[config.mk]
export PLATFORM = sky130hd
export DESIGN_NAME = dmem_lsu_ctrl
export DESIGN_NICKNAME = d
export VERILOG_FILES = /design/src/rtl/dmem_lsu_ctrl.sv
export SDC_FILE = /design/constraint.sdc
export NUM_CORES = 1
export LEC_CHECK = 0
export CORE_MARGIN = 1.5
export CORE_UTILIZATION = 50
export DETAILED_ROUTE_END_ITERATION = 10
export PLACE_DENSITY = 0.87
export SYNTH_ARGS = -nofsm -noshare
export SYNTH_HDL_FRONTEND = slang
export SYNTH_SLANG_ARGS = --single-unit
export TNS_END_PERCENT = 10
[constraint.sdc]
create_clock -name clk -period 3.3 [get_ports clk]
set_input_delay 0.495 -clock clk [delete_from_list [all_inputs] [get_ports clk]]
set_output_delay 0.495 -clock clk [all_outputs]
set_load 0.1 [all_outputs]
[src/rtl/dmem_lsu_ctrl.sv]
// dmem_lsu_ctrl: load/store controller with lane extract/extend and sub-word read-modify-write.
// Define DMEM_MISALIGN_TRAP_EN to reject misaligned half/word accesses with resp_err.
module dmem_lsu_ctrl #(
    parameter int ADDR_WIDTH = 12
) (
    input  logic                  clk,
    input  logic                  rst_n,
    input  logic                  req_valid,
    output logic                  req_ready,
    input  logic                  req_we,
    input  logic [3:0]            req_sign_mask,
    input  logic [31:0]           req_addr,
    input  logic [31:0]           req_wdata,
    output logic                  resp_valid,
    output logic [31:0]           resp_rdata,
    output logic                  resp_err,
    output logic [ADDR_WIDTH-1:0] mem_addr,
    output logic                  mem_we,
    output logic [31:0]           mem_wdata,
    input  logic [31:0]           mem_rdata
);
    typedef enum logic [2:0] {IDLE, RD, WAIT, WR, RESP} state_t;
    state_t      state;
    logic        r_we, r_sign;
    logic [2:0]  r_mask;
    logic [1:0]  r_lo;
    logic [31:0] r_wdata;
    logic        req_err;
    logic [31:0] shifted, ld_data, lane_m, lane_d, merged;
    logic        unused_addr;
    assign unused_addr = ^req_addr[31:ADDR_WIDTH+2];
    assign req_ready = state == IDLE;
    always_comb begin
        req_err = !(req_sign_mask[2:0] == 3'b001 || req_sign_mask[2:0] == 3'b011 || req_sign_mask[2:0] == 3'b111);
`ifdef DMEM_MISALIGN_TRAP_EN
        req_err = req_err || (req_sign_mask[2:0] == 3'b011 && req_addr[0])
                          || (req_sign_mask[2:0] == 3'b111 && req_addr[1:0] != 2'b00);
`else
        req_err = req_err || 1'b0;
`endif
        shifted = r_mask == 3'b001 ? mem_rdata >> {r_lo, 3'b000} :
                  r_mask == 3'b011 ? mem_rdata >> {r_lo[1], 4'b0000} : mem_rdata;
        ld_data = r_mask == 3'b001 ? {{24{r_sign & shifted[7]}}, shifted[7:0]} :
                  r_mask == 3'b011 ? {{16{r_sign & shifted[15]}}, shifted[15:0]} : shifted;
        // only sub-word stores reach the merge, so mask is byte or half here
        lane_m  = r_mask == 3'b001 ? 32'h0000_00ff << {r_lo, 3'b000} : 32'h0000_ffff << {r_lo[1], 4'b0000};
        lane_d  = r_mask == 3'b001 ? {4{r_wdata[7:0]}} : {2{r_wdata[15:0]}};
        merged  = (mem_rdata & ~lane_m) | (lane_d & lane_m);
    end
    always_ff @(posedge clk or negedge rst_n) begin
        if (!rst_n) begin
            state      <= IDLE;
            r_we       <= 1'b0;
            r_sign     <= 1'b0;
            r_mask     <= 3'b000;
            r_lo       <= 2'b00;
            r_wdata    <= '0;
            resp_valid <= 1'b0;
            resp_rdata <= '0;
            resp_err   <= 1'b0;
            mem_addr   <= '0;
            mem_we     <= 1'b0;
            mem_wdata  <= '0;
        end else begin
            resp_valid <= 1'b0;
            mem_we     <= 1'b0;
            case (state)
                IDLE: if (req_valid) begin
                    r_we    <= req_we;
                    r_sign  <= req_sign_mask[3];
                    r_mask  <= req_sign_mask[2:0];
                    r_lo    <= req_addr[1:0];
                    r_wdata <= req_wdata;
                    if (req_err) begin
                        state      <= RESP;
                        resp_valid <= 1'b1;
                        resp_err   <= 1'b1;
                        resp_rdata <= '0;
                    end else begin
                        mem_addr <= req_addr[ADDR_WIDTH+1:2];
                        if (req_we && req_sign_mask[2:0] == 3'b111) begin
                            state     <= WR;
                            mem_we    <= 1'b1;
                            mem_wdata <= req_wdata;
                        end else begin
                            state <= RD;
                        end
                    end
                end
                RD: state <= WAIT;
                WAIT: if (r_we) begin
                    state     <= WR;
                    mem_we    <= 1'b1;
                    mem_wdata <= merged;
                end else begin
                    state      <= RESP;
                    resp_valid <= 1'b1;
                    resp_err   <= 1'b0;
                    resp_rdata <= ld_data;
                end
                WR: begin
                    state      <= RESP;
                    resp_valid <= 1'b1;
                    resp_err   <= 1'b0;
                    resp_rdata <= '0;
                end
                RESP: state <= IDLE;
                default: state <= IDLE;
            endcase
        end
    end
endmodule

After elaboration in Yosys (flattened, before gate mapping)
Cells that the tools add are included.
- flip-flop bits (word level): 105
- input port bits: 104
- output and inout bits: 80
- eq/ne operators: 14
- shifts and indexed selects: 4
- multiplexer cells: 33
- bitwise gates (word level): 6
- reduce and logical (&&, ||, !) cells: 10
- operators by type and width (cell ; count):
    32-bit two-way mux ; 13
    32-bit one-hot mux with 3 select lines ; 1
    32-bit bitwise AND ; 2
    32-bit one-hot mux with 2 select lines ; 1
    32-bit by 5-bit right shift with 32-bit output ; 2
    32-bit inverter ; 1
    32-bit OR ; 1
    16-bit by 5-bit left shift with 32-bit output (first input constant) ; 1
    8-bit by 5-bit left shift with 32-bit output (first input constant) ; 1
    3-bit by 2-bit equality test with 1-bit output (second input constant) ; 4
    3-bit one-hot mux with 4 select lines ; 1
    1-bit two-way mux ; 10
    3-bit by 1-bit equality test with 1-bit output (second input constant) ; 3
    3-bit two-way mux ; 3
    2-bit inequality test (second input constant) ; 4
    1-bit one-hot mux with 3 select lines ; 2
    5-bit AND reduction ; 1
    2-bit by 1-bit inequality test with 1-bit output (second input constant) ; 2
    4-bit AND reduction ; 1
    3-bit equality test (second input constant) ; 1
    3-bit zero test ; 1
    3-bit AND reduction ; 1
    3-bit nonzero test ; 1
    1-bit bitwise AND ; 2
    6 further kinds ; 7

Longest topological paths before layout
Gate-level depths: netlist (run 1).
- word-level depth: 8
- gate-level depth with buffers: 7
- depth with buffers taken out: 5

Worst setup path before layout (run 1)
No wires, ideal clock.
- path kind: register to output
- from: reg state[1]
- to: out req_ready
- arrival: 2.569 ns
- slack: 0.236 ns
- stages on the path, launching flop included: 3
- path buffers: 1
- cells stage by stage: dfrtp_1 buf_2 nor3_1
- word-level cells in the longest chain between the ends: 1
- RTL lines (element ; line ; source):
    start: declaration ; 23 ; state_t state;
    start signal: assignment ; 52 ; state <= IDLE;
    start signal: assignment ; 75 ; state <= RESP;
    start signal: assignment ; 82 ; state <= WR;
    3-bit zero test ; 32 ; assign req_ready = state == IDLE;
    end: declaration ; 9 ; output logic req_ready,
No other way between the ends.

Final worst setup path (run 1)
- from: reg r_mask[0]
- to: reg resp_rdata[7]
- word-level cells in the longest chain between the ends: 7
- elaborated cells between the ends (all ways): 8
- classes of those cells: eq/ne (2); mux (6)
- RTL lines (element ; line ; source):
    start: declaration ; 25 ; logic [2:0] r_mask;
    start signal: assignment ; 71 ; r_mask <= req_sign_mask[2:0];
    3-bit by 2-bit equality test with 1-bit output ; 42 ; r_mask == 3'b011 ? mem_rdata >> {r_lo[1], 4'b0000} : mem_rdata;
    32-bit two-way mux ; 42 ;
    32-bit two-way mux ; 41 ; shifted = r_mask == 3'b001 ? mem_rdata >> {r_lo, 3'b000} :
    32-bit two-way mux ; 44 ; r_mask == 3'b011 ? {{16{r_sign & shifted[15]}}, shifted[15:0]} : shifted;
    32-bit two-way mux (*) ; 43 ; ld_data = r_mask == 3'b001 ? {{24{r_sign & shifted[7]}}, shifted[7:0]} :
    32-bit two-way mux (*) ; 91 ; WAIT: if (r_we) begin
    32-bit one-hot mux with 3 select lines (*) ; 67 ; case (state)
    end signal: assignment ; 99 ; resp_rdata <= ld_data;
    end: declaration ; 15 ; output logic [31:0] resp_rdata,
Mark *: on every way between the ends. The rest lies on a longest branch, timed or not. The select of a mux whose other input is x is not followed.
A chain may end at the register's enable or synchronous reset.

==> results of run 1 <==
## metal layers
metal,global-route usage,up-vias,share of wire
met5,0,-,0
met4,0.135,0,0.035
met3,0.0545,47,0.084
met2,0.487,274,0.48
met1,0.404,2447,0.40
li1,-,2266,-
## stage by stage
step / setup WS [ns] / hold slack (ns) / cell area (um2)
final: 0.899 / 0.106 / 7310
after global routing: 0.805 / 0.160 / 7310
after CTS: 0.901 / 0.130 / 7310
after detailed placement: 0.701 / 0.466 / 7110
after global placement: 0.745 / 0.463 / 7110
after floorplan: 0.236 / 0.199 / 5440
## placed cells by master (no fill, tap or decap), types with 9 or more instances in the layout
cell type and count:
clkdlybuf4s50_1 146, nand2_1 99, clkbuf_8 9, nor2_1 27
o22ai_1 17, mux2i_1 22, mux2_2 19, buf_4 31
nand3_1 21, o21ai_0 10, a21oi_1 45, dfrtp_1 105
o211ai_1 16, o2bb2ai_1 26, o21a_1 9
## state kept, by name, summed over array words and instances, names as in the netlist
register    flops
r_sign          1
mem_addr       12
r_wdata        16
state           3
resp_valid      1
r_mask          3
mem_wdata      32
r_lo            2
r_we            1
mem_we          1
resp_err        1
resp_rdata     32
## cells by family after synthesis
kind of cell,after synthesis,synth area share
simple gates,191,0.173
mux,49,0.113
flops,105,0.483
compound gates,149,0.188
buf+inv,52,0.0430
## worst max-delay path, delay by kind of cell (launching register included)
kind,cells,cell delay [ns]
and+or+nand+nor,1,0.65
AOI/OAI and AO/OA,3,0.99
DFF,1,0.65
## final timing paths
path / end / slack (ns) / depth (start not counted) / start
max: resp_rdata[7] / 0.90 / 4 / r_mask[0]
min: mem_wdata[4] / 0.11 / 1 / rst_n
max reg2reg: resp_rdata[7] / 0.90 / 4 / r_mask[0]
min reg2reg: r_wdata[14] / 0.49 / 2 / r_wdata[14]
max in group asynchronous: resp_rdata[4] / 2.25 / 2 / rst_n
min in group clk: r_wdata[14] / 0.49 / 2 / r_wdata[14]
## final cells by class
type                       count  area (um2)  area share
tap                          136         170      0.0233
timing repair buffer         177        1690       0.232
clock inverter                 7        78.8      0.0108
clock buffer                   9         124      0.0169
multi-input combinational    389        2580       0.354
sequential                   105        2630       0.359
inverter                       8        30.0     0.00411
==> results.yml, run 1 <==
final_layout:
  antenna_cells: 0
  nets: 794
  syn2layout_area_growth_pct: 34.3
  drive_gt1_frac: 0.124
  fillCellCount: 819
  fin_cells: 831
  utilization: 0.699
floorplanning:
  start_util: 0.520
  die_h_um: 107
  coreArea_mm2: 0.0105
  io_pins: 184
  dieArea_mm2: 0.0115
  die_w_um: 107
  rows: 37
sta:
  fin_setup_tns_ns: 0
  skew_ns: 0.0113
  hold_viol_final: 0
  worst_pin_slew_ns: 0.993
  max_freq_mhz: 416
  grt_setup_unrepaired: "false"
  finalCriticalPeriod_ns: 2.40
  slew_headroom: 0.336
  min_period_over_period: 0.728
  setup_viol: 0
  slew_violations: 0
placement:
  gp_congestion: 0.891
  dp_hpwl_um: 12400
  portBuffers: 165
  placed_cells: 815
critical_path:
  slowest_stage: "o211ai_2"
  endpoint_kind: "flop"
  crit_type: "flop to flop"
  worstPathRequired_ns: 3.57
  path_max_fanout: 17
  cpPeakStageDelay_ns: 0.72
  crit_arrival_ns: 2.67
  crit_path_start_kind: "flop"
  crit_chain: "or3b_2, o211ai_2, a31oi_1, a21o_1"
outcome:
  status: "finished clean"
logic_synthesis:
  synth_edf_count: 0
  synth_area_leaders: "dfrtp_1 (48%), nand2_1 (6.8%), a21oi_1 (4.2%)"
  synth_fp_nets: 650
  async_flop_share: 1.00
  synth_top_area_cell: "dfrtp_1"
  synth_ff_type: "dfrtp_1"
  netlist_area_mm2: 0.00544
  netlist.area_leader.share: 0.483
  syn_area_per_cell_um2: 9.97
  synth_common_cells: "dfrtp_1 (105), nand2_1 (99), a21oi_1 (46), nor2_1 (27)"
  yosysMostFrequentCell: "dfrtp_1"
  yosysWarnings: 0
  ys_types: 48
  ys_seq_elements: 105
  netlist_instances: 546
  yosysSeqAreaShare: 0.483
drt:
  viasPerCell: 6.06
  drcViolationCount: 0
  vias: 5034
  drt_iter0_drc: 430
  drt_pre_antenna_iters: 5
  wl_per_cell_um: 20.3
  routed_wl_um: 16800
  ant_nets: 0
clocking:
  cts_tree: "done"
  htreeDepth: 3
  cts.sinks: 105
  clkLatencyLatePin_ns: 0.37
  cts_made_buffers: 9
  postCtsSetupRepairBufs: 0
  clkTransAtPathRegs_ns: 0.11
  cts_root_buffer: "clkbuf_8"
  cts_resized: 0
  ctsHoldBuffers: 0
  max-clock-path-buffers: 2
global_routing:
  grt_start_max_net_pins: 48
  grt-ovfl-total: 0
  grt_pass1_wl_um: 26900
  antenna_found_initial: 0
  grt_usage: 0.303
  grt_pass1_vias: 5153
flow_run:
  maxCapViolations: 0
hold_path:
  hold_path.class: "primary input to async pin"
Power of run 1 is left out: the tool's default activity adds up to more than one toggle a clock period on the data nets, which glitch-free logic cannot reach.
==> run 2: changes to the inputs <==
--- a/config.mk
+++ b/config.mk
@@ -6,9 +6,9 @@
 export NUM_CORES = 1
 export LEC_CHECK = 0
 export CORE_MARGIN = 1.5
-export CORE_UTILIZATION = 50
+export CORE_UTILIZATION = 42
 export DETAILED_ROUTE_END_ITERATION = 10
-export PLACE_DENSITY = 0.87
+export PLACE_DENSITY = 0.78
 export SYNTH_ARGS = -nofsm -noshare
 export SYNTH_HDL_FRONTEND = slang
 export SYNTH_SLANG_ARGS = --single-unit
==> constraint.sdc (replaced) <==
create_clock -name clk -period 2 [get_ports clk]
set_input_delay 0.3 -clock clk [delete_from_list [all_inputs] [get_ports clk]]
set_output_delay 0.3 -clock clk [all_outputs]
set_load 0.1 [all_outputs]
==> results.yml, run 2 (synthesis results as in run 1) <==
outcome:
  status: "finished clean"
final_layout:
  mostFrequentLayoutCell: "buf_4"
  nets: 851
  antenna_cells: 0
  ff_latch_area_mm2: 0.00263
  largestRegisters: "mem_wdata (32), resp_rdata (32), r_wdata (16)"
  syn2layout_area_growth_pct: 43.9
  fin_cells: 924
  multiInputGateArea_mm2: 0.00260
  drive_gt1_frac: 0.267
  fillCellCount: 1084
  most-common-layout-cells: "buf_4 (141), dfrtp_1 (105), nand2_1 (99)"
drt:
  viasPerCell: 5.68
  drcViolationCount: 0
  ant_nets: 0
  vias: 5251
  drt_iter0_drc: 521
  routed_wl_um: 17900
  wl_per_cell_um: 19.4
  drt_pre_antenna_iters: 5
sta:
  skew_ns: 0.00335
  min_period_over_period: 0.931
  hold_viol_final: 0
  slew_violations: 0
  worst_pin_slew_ns: 0.650
  slew_headroom: 0.563
  grt_setup_unrepaired: "false"
  max_freq_mhz: 537
  finalCriticalPeriod_ns: 1.86
  setup_viol: 0
critical_path:
  rr_endpoint: "resp_rdata[12]"
  crit_arrival_ns: 2.15
  cpPeakStageDelay_ns: 0.61
  path_delay_family: "simple AND/OR/NAND/NOR gates"
  rr_startpoint: "r_mask[0]"
  slowest_stage: "or3b_2"
  rr_worst_depth: 3
  crit_chain: "or3b_2, nor4_2, a211o_1"
  path_max_fanout: 11
  critPathBufInv: 0
  cp.depth: 3
  r2r_setup_slack_ns: 0.14
  crit_type: "flop to flop"
  crit_path_start_kind: "flop"
  worstPathRequired_ns: 2.29
  crit_start: "r_mask[0]"
  endpoint_kind: "flop"
  critical_path.endpoint: "resp_rdata[12]"
clocking:
  cts_tree: "done"
  clkTransAtPathRegs_ns: 0.06
  cts_made_buffers: 9
  max-clock-path-buffers: 2
  cts.sinks: 105
  clkLatencyLatePin_ns: 0.35
  cts_resized: 0
  cts_root_buffer: "clkbuf_16"
  htreeDepth: 3
floorplanning:
  io_pins: 184
  die_w_um: 117
  dieArea_mm2: 0.0137
  rows: 41
  die_h_um: 117
  coreArea_mm2: 0.0126
  start_util: 0.431
placement:
  gp_congestion: 0.976
  placed_cells: 907
  portBuffers: 165
  dp_hpwl_um: 13700
global_routing:
  grt_pass1_wl_um: 27500
  grt-ovfl-total: 0
  grt_start_max_net_pins: 54
  grt_usage: 0.270
  grt_pass1_vias: 5314
  antenna_found_initial: 0
hold_path:
  hold_path.class: "primary input to async pin"
flow_run:
  maxCapViolations: 0
==> run 2: cell count changes in the layout (fill, tap and decap cells not counted), moves of 4 or more <==
cell / change
buf_12: +8
buf_4: +110
clkbuf_1: +4
clkbuf_16: +9
clkbuf_8: -8
clkdlybuf4s50_1: -62
==> run 2: repair_timing <==
item,4_1_cts,5_1_grt
hold buffers,1,0
buffers inserted,0,0
endpoints found under the setup margin,0,0
hold endpoints to repair,28,0
==> run 2: layer usage <==
metal | routed length [um] | track usage | vias up | part of all wire
met3 | 1250 | 0.0448 | 40 | 0.070
met5 | 0 | 0 | - | 0
li1 | - | - | 2385 | -
met1 | 7250 | 0.342 | 2579 | 0.40
met4 | 576 | 0.118 | 0 | 0.032
met2 | 8860 | 0.457 | 247 | 0.49
==> run 2: metrics by stage <==
stage / instance area, um2 / utilization / TNS [ns] / worst slack [ns] / hold slack, ns
final: 7830 / 0.620 / 0 / 0.137 / 0.422
after global routing: 7830 / 0.620 / 0 / 0.0211 / 0.460
after CTS: 7830 / 0.620 / 0 / 0.134 / 0.426
after detailed placement: 7530 / 0.597 / -3.50 / -0.159 / 0.258
after global placement: 7530 / 0.597 / -1.86 / -0.106 / 0.251
after floorplan: 5450 / - / 0 / 0.0670 / 0.00441
==> run 2: how the worst min path moves through the flow <==
stage / slack [ns] / start / cells after the start / endpoint
CTS: 0.43 / rst_n / 2 / state[1]
global placement: 0.25 / rst_n / 1 / state[2]
finish: 0.42 / rst_n / 2 / state[1]
detailed placement: 0.26 / rst_n / 1 / state[1]
floorplan: 0.004 / rst_n / 0 / mem_addr[0]
global route: 0.46 / rst_n / 2 / state[1]
==> run 2: layout make-up <==
type                       count  area share
inverter                       8     0.00384
multi-input combinational    389       0.332
clock buffer                  14      0.0324
clock inverter                 2     0.00479
sequential                   105       0.336
timing repair buffer         234       0.264
tap                          172      0.0275
Power of run 2 is left out for the same reason.
==> run 3: changes to the inputs <==
--- a/config.mk
+++ b/config.mk
@@ -5,7 +5,6 @@
 export SDC_FILE = /design/constraint.sdc
 export NUM_CORES = 1
 export LEC_CHECK = 0
-export CORE_MARGIN = 1.5
 export CORE_UTILIZATION = 42
 export DETAILED_ROUTE_END_ITERATION = 10
 export PLACE_DENSITY = 0.78
==> results.yml, run 3 (synthesis results as in run 1) <==
critical_path:
  crit_start: "r_mask[2]"
  cpPeakStageDelay_ns: 0.66
  rr_startpoint: "r_mask[2]"
  endpoint_kind: "flop"
  path_max_fanout: 11
  slowest_stage: "or3b_2"
  crit_arrival_ns: 2.09
  crit_path_start_kind: "flop"
  rr_endpoint: "resp_rdata[11]"
  rr_worst_depth: 4
  crit_type: "flop to flop"
  critical_path.endpoint: "resp_rdata[11]"
  crit_chain: "or3b_2, nand3_1, a21oi_1, a211o_1"
  worstPathRequired_ns: 2.24
  r2r_setup_slack_ns: 0.15
clocking:
  clkTransAtPathRegs_ns: 0.07
  htreeDepth: 3
  clkLatencyLatePin_ns: 0.36
  cts_made_buffers: 9
  postCtsSetupRepairBufs: 0
  cts.sinks: 105
  cts_root_buffer: "clkbuf_16"
  cts_tree: "done"
  max-clock-path-buffers: 2
final_layout:
  drive_gt1_frac: 0.275
  fillCellCount: 1085
  nets: 853
  most-common-layout-cells: "buf_4 (145), dfrtp_1 (105), nand2_1 (99)"
  mostFrequentLayoutCell: "buf_4"
  utilization: 0.620
  largestRegisters: "mem_wdata (32), resp_rdata (32), r_wdata (16)"
  syn2layout_area_growth_pct: 43.8
  antenna_cells: 0
drt:
  wl_per_cell_um: 19.2
  vias: 5211
  ant_nets: 0
  drcViolationCount: 0
  viasPerCell: 5.63
  drt_iter0_drc: 458
  routed_wl_um: 17800
  drt_pre_antenna_iters: 5
global_routing:
  grtUsageMet1: 0.349
  gr-max-usage-layer: "met2"
  grt_pass1_wl_um: 27700
  grt_usage: 0.277
  grt_use_met2: 0.463
  grt_pass1_vias: 5291
  antenna_found_initial: 0
  grt-ovfl-total: 0
  met3_usage: 0.0528
  grt_start_max_net_pins: 50
sta:
  slew_violations: 0
  setup_viol: 0
  holdWs_ns: 0.485
  hold_viol_final: 0
  skew_ns: 0.00858
  min_period_over_period: 0.926
  worst_pin_slew_ns: 0.667
  max_freq_mhz: 540
  grt_setup_unrepaired: "false"
  slew_headroom: 0.556
  finalCriticalPeriod_ns: 1.85
placement:
  portBuffers: 165
  gp_congestion: 0.912
  dp_hpwl_um: 13700
hold_path:
  hp-start: "r_wdata[12]"
  hold_path.class: "flop to flop"
flow_run:
  maxCapViolations: 0
floorplanning:
  coreArea_mm2: 0.0126
  start_util: 0.431
  die_w_um: 116
  dieArea_mm2: 0.0134
  rows: 41
  io_pins: 184
  die_h_um: 116
outcome:
  status: "finished clean"
## run 3: cell types whose count changed in the layout (fill, tap and decap cells not counted)
cell / before / now
nor4_2: 1 / 0
clkinv_2: 0 / 1
bufinv_16: 1 / 0
clkinv_4: 0 / 2
inv_6: 0 / 1
buf_12: 8 / 6
nor4_4: 0 / 1
buf_4: 141 / 145
clkbuf_1: 4 / 0
inv_8: 0 / 1
## run 3: worst min-delay path by stage
| stage | end | slack [ns] | depth (start not counted) |
|---|---|---|---|
| 3_3_place_gp | state[1] | 0.37 | 1 |
| 4_1_cts | r_wdata[12] | 0.49 | 2 |
| 3_5_place_dp | state[1] | 0.38 | 1 |
| 2_1_floorplan | mem_addr[0] | 0.004 | 0 |
| 6_report | r_wdata[12] | 0.49 | 2 |
| 5_1_grt | resp_rdata[28] | 0.51 | 1 |
## run 3: layer usage
metal,wire length [um],share of wire,up-vias
met3,1100,0.062,42
met5,0,0,-
li1,-,-,2392
met4,631,0.036,0
met2,8830,0.50,243
met1,7210,0.41,2534
## run 3: layout make-up
cell class              count  area, um2  share of cell area
clock buffers              10        239              0.0305
clock inverters             6       50.0             0.00639
inverters                   8       30.0             0.00384
multi-input cells         389       2610               0.333
flip-flops and latches    105       2630               0.336
well taps                 172        215              0.0275
repair buffers            236       2060               0.263
## run 3: worst max-delay path: cells and delay by family (launching register included)
family           cells  cell delay [ns]
flip-flops           1             0.45
AND/OR/NAND/NOR      2             0.94
AO/OA/AOI/OAI        2             0.35
## run 3: metrics by stage
step / cell area, um2 / worst slack (ns) / TNS, ns / cells
3_3_place_gp: 7520 / -0.117 / -1.82 / 909
3_5_place_dp: 7520 / -0.168 / -3.20 / 909
2_1_floorplan: 5450 / 0.0670 / 0 / 546
6_report: 7830 / 0.148 / 0 / 926
4_1_cts: 7820 / 0.0182 / 0 / 926
5_1_grt: 7830 / 0.0432 / 0 / 926
## run 3: timing repair
action | 4_1_cts | 5_1_grt
hold buffers | 1 | 0
gates resized for setup | 0 | 1
hold endpoints to repair | 13 | 0
setup endpoints to repair | 0 | 7
Power of run 3 is left out for the same reason.
